$ cat src/rtl/upload_arbiter.sv
// Multi-channel upload merger: per-channel byte FIFOs feeding one ready/valid byte stream.
// Round-robin bursts, optionally framed as {0xA, channel}, length, payload.
module upload_arbiter #(
    parameter int unsigned NUM_CH     = 4,
    parameter int unsigned FIFO_DEPTH = 16,
    parameter int unsigned BURST_MAX  = 8,
    parameter int unsigned HEADER_EN  = 1
) (
    input  logic                  clk,
    input  logic                  rst,
    input  logic [NUM_CH*8-1:0]   ch_data,
    input  logic [NUM_CH-1:0]     ch_valid,
    input  logic [NUM_CH-1:0]     ovf_clear,
    output logic [NUM_CH-1:0]     ch_overflow,
    output logic [7:0]            out_data,
    output logic                  out_valid,
    input  logic                  out_ready
);

    localparam int unsigned CH_W  = (NUM_CH > 1) ? $clog2(NUM_CH) : 1;
    localparam int unsigned PTR_W = $clog2(FIFO_DEPTH);
    localparam int unsigned CNT_W = PTR_W + 1;

    localparam logic [1:0] S_IDLE = 2'd0;
    localparam logic [1:0] S_HDR  = 2'd1;
    localparam logic [1:0] S_LEN  = 2'd2;
    localparam logic [1:0] S_DATA = 2'd3;

    logic [7:0]       mem    [NUM_CH][FIFO_DEPTH];
    logic [PTR_W-1:0] wr_ptr [NUM_CH];
    logic [PTR_W-1:0] rd_ptr [NUM_CH];
    logic [CNT_W-1:0] count  [NUM_CH];
    logic [NUM_CH-1:0] wr_en;
    logic [NUM_CH-1:0] pop;

    logic [1:0]      state, state_nxt;
    logic [CH_W-1:0] grant, grant_nxt;
    logic [CH_W-1:0] last_grant, last_grant_nxt;
    logic [7:0]      burst_len, burst_len_nxt;
    logic [7:0]      sent, sent_nxt;
    logic            out_valid_nxt;
    logic [7:0]      out_data_nxt;

    logic            found;
    logic [CH_W-1:0] sel;
    logic [CNT_W-1:0] avail;
    logic [7:0]      sel_len;
    logic [7:0]      head_sel;
    logic [7:0]      head_g;
    logic [7:0]      next_g;
    logic            xfer;

    // Writes only land when the FIFO has room before this edge's pop.
    always_comb begin
        for (int i = 0; i < int'(NUM_CH); i++) begin
            wr_en[i] = ch_valid[i] && (count[i] != CNT_W'(FIFO_DEPTH));
        end
    end

    always_ff @(posedge clk) begin
        for (int i = 0; i < int'(NUM_CH); i++) begin
            if (wr_en[i]) begin
                mem[i][wr_ptr[i]] <= ch_data[8*i +: 8];
            end
        end
    end

    // Pointers, occupancy and sticky overflow (set beats clear).
    always_ff @(posedge clk or posedge rst) begin
        if (rst) begin
            for (int i = 0; i < int'(NUM_CH); i++) begin
                wr_ptr[i] <= '0;
                rd_ptr[i] <= '0;
                count[i]  <= '0;
            end
            ch_overflow <= '0;
        end else begin
            for (int i = 0; i < int'(NUM_CH); i++) begin
                if (wr_en[i]) begin
                    wr_ptr[i] <= wr_ptr[i] + PTR_W'(1);
                end
                if (pop[i]) begin
                    rd_ptr[i] <= rd_ptr[i] + PTR_W'(1);
                end
                count[i] <= count[i] + CNT_W'(wr_en[i]) - CNT_W'(pop[i]);
                if (ch_valid[i] && !wr_en[i]) begin
                    ch_overflow[i] <= 1'b1;
                end else if (ovf_clear[i]) begin
                    ch_overflow[i] <= 1'b0;
                end
            end
        end
    end

    // Round-robin search starting just after the last completed grant.
    always_comb begin : arb_search
        int idx;
        idx   = 0;
        found = 1'b0;
        sel   = '0;
        for (int k = 0; k < int'(NUM_CH); k++) begin
            idx = int'(last_grant) + 1 + k;
            if (idx >= int'(NUM_CH)) begin
                idx = idx - int'(NUM_CH);
            end
            if (!found && (count[idx] != '0)) begin
                found = 1'b1;
                sel   = CH_W'(idx);
            end
        end
    end

    always_comb begin
        avail    = count[sel];
        sel_len  = (32'(avail) > BURST_MAX) ? 8'(BURST_MAX) : 8'(avail);
        head_sel = mem[sel][rd_ptr[sel]];
        head_g   = mem[grant][rd_ptr[grant]];
        next_g   = mem[grant][rd_ptr[grant] + PTR_W'(1)];
        xfer     = out_valid && out_ready;
    end

    always_ff @(posedge clk or posedge rst) begin
        if (rst) begin
            state      <= S_IDLE;
            grant      <= '0;
            last_grant <= CH_W'(NUM_CH - 1);
            burst_len  <= '0;
            sent       <= '0;
            out_valid  <= 1'b0;
            out_data   <= '0;
        end else begin
            state      <= state_nxt;
            grant      <= grant_nxt;
            last_grant <= last_grant_nxt;
            burst_len  <= burst_len_nxt;
            sent       <= sent_nxt;
            out_valid  <= out_valid_nxt;
            out_data   <= out_data_nxt;
        end
    end

    // out_data is registered, so each transfer preloads the next byte of the frame.
    always_comb begin
        state_nxt      = state;
        grant_nxt      = grant;
        last_grant_nxt = last_grant;
        burst_len_nxt  = burst_len;
        sent_nxt       = sent;
        out_valid_nxt  = out_valid;
        out_data_nxt   = out_data;
        pop            = '0;
        case (state)
            S_IDLE: begin
                out_valid_nxt = 1'b0;
                if (found) begin
                    grant_nxt     = sel;
                    burst_len_nxt = sel_len;
                    sent_nxt      = '0;
                    out_valid_nxt = 1'b1;
                    if (HEADER_EN != 0) begin
                        state_nxt    = S_HDR;
                        out_data_nxt = {4'hA, 4'(sel)};
                    end else begin
                        state_nxt    = S_DATA;
                        out_data_nxt = head_sel;
                    end
                end
            end
            S_HDR: begin
                if (xfer) begin
                    state_nxt    = S_LEN;
                    out_data_nxt = burst_len;
                end
            end
            S_LEN: begin
                if (xfer) begin
                    state_nxt    = S_DATA;
                    out_data_nxt = head_g;
                end
            end
            S_DATA: begin
                if (xfer) begin
                    pop[grant] = 1'b1;
                    if (sent + 8'd1 == burst_len) begin
                        state_nxt      = S_IDLE;
                        out_valid_nxt  = 1'b0;
                        last_grant_nxt = grant;
                    end else begin
                        sent_nxt     = sent + 8'd1;
                        out_data_nxt = next_g;
                    end
                end
            end
            default: begin
                state_nxt     = S_IDLE;
                out_valid_nxt = 1'b0;
            end
        endcase
    end

endmodule

$ cat config.mk
export PLATFORM = sky130hd
export DESIGN_NAME = upload_arbiter
export DESIGN_NICKNAME = d
export VERILOG_FILES = /design/src/rtl/upload_arbiter.sv
export SDC_FILE = /design/constraint.sdc
export NUM_CORES = 1
export LEC_CHECK = 0
export BUFFER_PORTS_ARGS = -buffer_cell sky130_fd_sc_hd__buf_2
export CORE_ASPECT_RATIO = 1.2
export CORE_MARGIN = 1.5
export CORE_UTILIZATION = 60
export CTS_BUF_LIST = sky130_fd_sc_hd__clkbuf_2
export DETAILED_ROUTE_END_ITERATION = 7
export MAX_ROUTING_LAYER = met4
export PLACE_DENSITY = 0.8
export RECOVER_POWER = 25
export SLEW_MARGIN = 10
export SYNTH_ARGS = -nofsm -noshare
export SYNTH_HDL_FRONTEND = slang
export SYNTH_SLANG_ARGS = --single-unit
$ cat constraint.sdc
create_clock -name clk -period 4.95 [get_ports clk]
set_input_delay 1.485 -clock clk [delete_from_list [all_inputs] [get_ports clk]]
set_output_delay 1.485 -clock clk [all_outputs]
set_load 0.02 [all_outputs]
==> results of run 1 <==
worst max path at each step:
| stage | from | endpoint | slack (ns) | cells after the start |
|---|---|---|---|---|
| CTS | state[1] | count[9] | 1.34 | 15 |
| global placement | out_ready | count[9] | 0.88 | 15 |
| detailed placement | out_ready | count[9] | 0.80 | 15 |
| finish | state[1] | count[9] | 1.33 | 15 |
| global route | state[1] | count[9] | 1.06 | 15 |
| floorplan | grant[0] | out_data[3] | 1.05 | 13 |
kinds of logic after synthesis:
logic type | count (synthesis)
AOI/OAI and AO/OA | 132
xor gates and xnor gates | 50
adders and majority gates | 54
buffers and inverters | 136
DFF | 596
muxes | 268
and+or+nand+nor | 233
state kept, by name, indices dropped and copies added (netlist names):
| signal | count |
|---|---|
| out_data | 8 |
| sent | 8 |
| wr_ptr | 16 |
| burst_len | 5 |
| count | 20 |
| state | 2 |
| rd_ptr | 16 |
| ch_overflow | 4 |
| mem | 512 |
| grant | 2 |
| last_grant | 2 |
| out_valid | 1 |
metrics by stage:
stage	instances	instance area (sq um)	worst slack, ns	total power, mW
after floorplan	1469	26000	1.05	7.57
after global placement	2062	27100	0.880	8.27
after detailed placement	2062	27100	0.799	8.36
after CTS	2315	28400	1.34	11.6
after global routing	2316	28400	1.06	12.0
final	2316	28400	1.33	11.6
synthesized netlist by cell type, types with 17 or more instances:
master and instances:
edfxtp_1 512, mux4_2 160, mux2i_1 89, dfrtp_1 82
inv_1 70, nor2_1 68, nand2_1 57, ha_1 50
xnor2_1 37, a21oi_1 29, buf_2 28, and2_1 20
a211oi_1 19, clkbuf_1 19, nor2b_1 17, o21ai_0 17
layout make-up:
class	count	share of cell area
Clock inverter	56	0.0127
Sequential cell	596	0.615
Multi-Input combinational cell	737	0.280
Clock buffer	197	0.0347
Tap cell	552	0.0243
Antenna cell	1	0.0000881
Timing Repair Buffer	107	0.0231
Inverter	70	0.00929
per-layer routing:
metal	share of wire	vias to the layer above	global-route usage
met3	0.11	187	0.0651
met5	0	-	-
met4	0.048	0	0.175
met1	0.36	7739	0.448
met2	0.49	1117	0.538
li1	-	6286	-
power groups by stage:
stage / Clock (mW) / Combinational [mW] / Sequential, mW
final: 3.28 / 1.88 / 6.41
after global routing: 3.57 / 2.02 / 6.46
after floorplan: 0 / 1.24 / 6.33
after CTS: 3.33 / 1.87 / 6.40
after global placement: 0 / 1.80 / 6.47
after detailed placement: 0 / 1.86 / 6.51
worst max-delay path, cell delays in order, from the launching register on:
cell and delay [ns]:
dfrtp_1 0.40, ha_1 0.53, inv_1 0.29, nor2_1 0.47, nand2_1 0.11, nor2_1 0.31, ha_1 0.30, inv_1 0.06
ha_1 0.15, inv_1 0.06, fa_1 0.40, inv_1 0.08, a21oi_1 0.06, nor2_1 0.10, nor2_1 0.06, xnor2_1 0.11
==> out/qor.csv, run 1 <==
metric,value,unit
postCtsResizedCells,0,
grt_max_degree,99,
rr_endpoint,count[9],
nFillCells,2917,
p_int,8.09,mW
remaining_drc_errors,0,
status,"complete, but fails checks",
nNetsFinal,1750,
postCtsSetupBuffers,0,
dr.pass1.iters,5,
dieArea,44600,sq um
power_density,407,nW/um^2
syn_inst,1469,
finalHoldWorstSlack,0.483,ns
start_kind,flop,
yosysTopAreaCell,edfxtp_1,
syn2layout_area_growth,9.28,%
synth_area_leaders,"edfxtp_1, mux4_2, dfrtp_1",
r2r_slack,1.33,ns
grt_pass1_vias,15700,
rows,83,
yosys_warnings,0,
cts_tree,done,
layout_common_cells,"edfxtp_1, clkbuf_2, mux4_2, mux2i_1, dfrtp_1",
wl,72.1,mm
hold_path_class,reg2reg,
netlist_area,26000,sq um
hpwl,47.2,mm
synthesis.nets,1566,
boundaryPins,56,
switching_share,0.301,
synthArstFlopShare,0.141,
power.switching,3.48,mW
yosysUniqueCellTypes,58,
final.setup_skew,0.0670,ns
drive_above_1_share,0.280,
vias,15300,
clockRootBuffer,clkbuf_2,
synth_compound_area_frac,0.0333,
cp-end-kind,flop,
synth_mux_area_frac,0.183,
yosysSeqAreaShare,0.672,
ir_drop,0.292,mV
final_util,0.664,
seqPwrFrac,0.554,
period_needed,3.62,ns
rsz0062_at_grt,no,
synthAdderAreaFrac,0.0271,
seq_area,17500,sq um
r2r_cells,15,
die_h,231,um
cp.arrival,4.62,ns
hold_viol,0,
antenna_found_initial,3,
min_from,rd_ptr[15],
fmax,276,MHz
finalSetupViolCount,0,
cts_inserted_buffers,141,
timing.rr.start,state[1],
synth-simple-area-share,0.0438,
crit_type,reg2reg,
vias_per_cell,6.62,
whs_endpoint,rd_ptr[15],
cap_violations,2,
syn_avg_cell_area,17.7,sq um
clock-sinks,596,
critPathRequiredTime,5.95,ns
final_max_slew_viol_count,17,
synth.top_cell.area_share,0.591,
drt_iter0_markers,1867,
ant_nets,0,
violations,"max-capacitance violations, max-slew violations",
grt_pass1_wl,104,mm
multiInputGateArea,7970,sq um
pwr-share-comb,0.162,
synth_top_family_by_area,multiplexers,
postCtsHoldBufs,0,
p_leak,9.87,nW
htreeDepth,4,
port_buffers,55,
period_share,0.732,
tightest_slew,1.54,ns
clockPowerShare,0.283,
die_w,193,um
grt_overflow,0,
ys.flop_type,edfxtp_1,
core-area,42800,sq um
synth_xor_area_frac,0.0174,
start_util,0.608,
layout.cells.most_common,edfxtp_1,
max_slew_margin,-0.0244,
setup_tns,0,ns
path_clk_slew,0.11,ns
synth_edf_count,512,
ys_ff_latch,596,
worst-path-max-fanout,12,
wl_per_cell,31.1,um
ctsLongestPathBuffers,3,
min_path_cells,1,
grt_use_total,0.349,
gp_congestion,0.980,
clk_latency,1.16,ns
Note: power is estimated with default switching activity, not from simulation.
==> run 2, diff against run 1 <==
==> constraint.sdc (replaced) <==
create_clock -name clk -period 3.6 [get_ports clk]
set_input_delay 1.08 -clock clk [delete_from_list [all_inputs] [get_ports clk]]
set_output_delay 1.08 -clock clk [all_outputs]
set_load 0.02 [all_outputs]
==> out/qor.csv, run 2 (synthesis results as in run 1) <==
metric,value,unit
status,finished clean,
clk_latency,1.17,ns
drt_iter0_markers,1817,
postCtsSetupBuffers,0,
ant_nets,0,
cp.arrival,4.33,ns
nFillCells,2840,
layout_common_cells,"edfxtp_1, clkbuf_2, mux4_2, mux2i_1, dfrtp_1",
htreeDepth,4,
tightest_slew,1.35,ns
gr-usage-met2,0.519,
met3_usage,0.0704,
hold_path_class,in2reg,
nNetsFinal,1787,
layout.cells.most_common,edfxtp_1,
core-area,42800,sq um
finalHoldWorstSlack,0.125,ns
period_share,0.912,
port_buffers,55,
met1_usage,0.445,
start_kind,flop,
rsz0062_at_grt,no,
finalSetupViolCount,0,
p_leak,10.1,nW
rows,83,
postCtsResizedCells,0,
r2r_slack,0.32,ns
hold_viol,0,
crit_type,reg2reg,
grt_pass1_wl,103,mm
final_max_slew_viol_count,0,
r2r_cells,8,
grt_use_total,0.345,
clockRootBuffer,clkbuf_2,
grt-busiest-layer,met2,
cp-end-kind,flop,
setup_tns,0,ns
grt_pass1_vias,15900,
cts_inserted_buffers,142,
cts_tree,done,
dieArea,44600,sq um
path_clk_slew,0.09,ns
grt_max_degree,79,
dr.pass1.iters,6,
wl_per_cell,30.5,um
start_util,0.608,
hpwl,46.4,mm
vias,15700,
boundaryPins,56,
worst-path-max-fanout,13,
grt_overflow,0,
remaining_drc_errors,0,
ir_drop,0.356,mV
fmax,305,MHz
largest_reg_flops,512,
vias_per_cell,6.66,
cap_violations,0,
antenna_found_initial,3,
min_path_cells,2,
drive_above_1_share,0.298,
die_h,231,um
final.setup_skew,0.0674,ns
wl,71.7,mm
gp_congestion,0.986,
period_needed,3.28,ns
critPathRequiredTime,4.65,ns
die_w,193,um
final_util,0.671,
clock-sinks,596,
ctsLongestPathBuffers,3,
power_density,553,nW/um^2
syn2layout_area_growth,10.5,%
max_slew_margin,0.101,
## run 2: worst paths after layout
check | startpoint | endpoint
worst min register to register | rd_ptr[15] | rd_ptr[15]
worst min-delay path | ovf_clear[1] | ch_overflow[1]
worst max-delay path | grant[0] | out_data[6]
max in group asynchronous | rst | grant[0]
worst max register to register | grant[0] | out_data[6]
min in group asynchronous | rst | wr_ptr[1]
## run 2: power by group
group | total (mW) | leakage (nW) | internal [mW] | switching, mW
clock network | 4.40 | 0.986 | 1.75 | 2.65
logic | 2.67 | 3.40 | 0.984 | 1.69
registers | 8.81 | 5.70 | 8.32 | 0.486
## run 2: critical path, cell delays in order (launching register included)
cell and delay, ns:
dfrtp_4 0.46, mux4_4 0.69, ha_1 0.36, buf_12 0.21
mux4_2 0.59, mux2i_1 0.46, o22ai_1 0.17, a211oi_1 0.20
o21ai_1 0.08
## run 2: layout make-up
cell class / instances / area, sq um / share of cell area
clock inverter: 48 / 275 / 0.00958
clock buffer: 205 / 1030 / 0.0357
antenna: 2 / 5.00 / 0.000174
tap: 552 / 691 / 0.0240
sequential: 596 / 17500 / 0.609
timing repair buffer: 143 / 1010 / 0.0351
inverter: 70 / 264 / 0.00919
multi-input combinational: 737 / 7970 / 0.277
## run 2: timing repair
| item | CTS | global route |
|---|---|---|
| hold endpoints to repair | 19 | 0 |
| setup endpoints to repair | 0 | 0 |
| hold buffers | 1 | 0 |
## run 2: metal layers
layer / share of wire / wire, um
met1: 0.35 / 24800
met2: 0.48 / 34300
met3: 0.12 / 8660
met4: 0.055 / 3930
met5: 0 / 0
## run 2: metrics by stage
stage	power, mW	setup WS, ns	instance area [sq um]	std cells
after global routing	16.5	0.227	28700	2352
after CTS	15.9	0.459	28800	2351
final	15.9	0.317	28700	2353
after detailed placement	11.6	0.237	27400	2097
after global placement	11.4	0.300	27400	2097
after floorplan	10.4	0.101	26000	1469
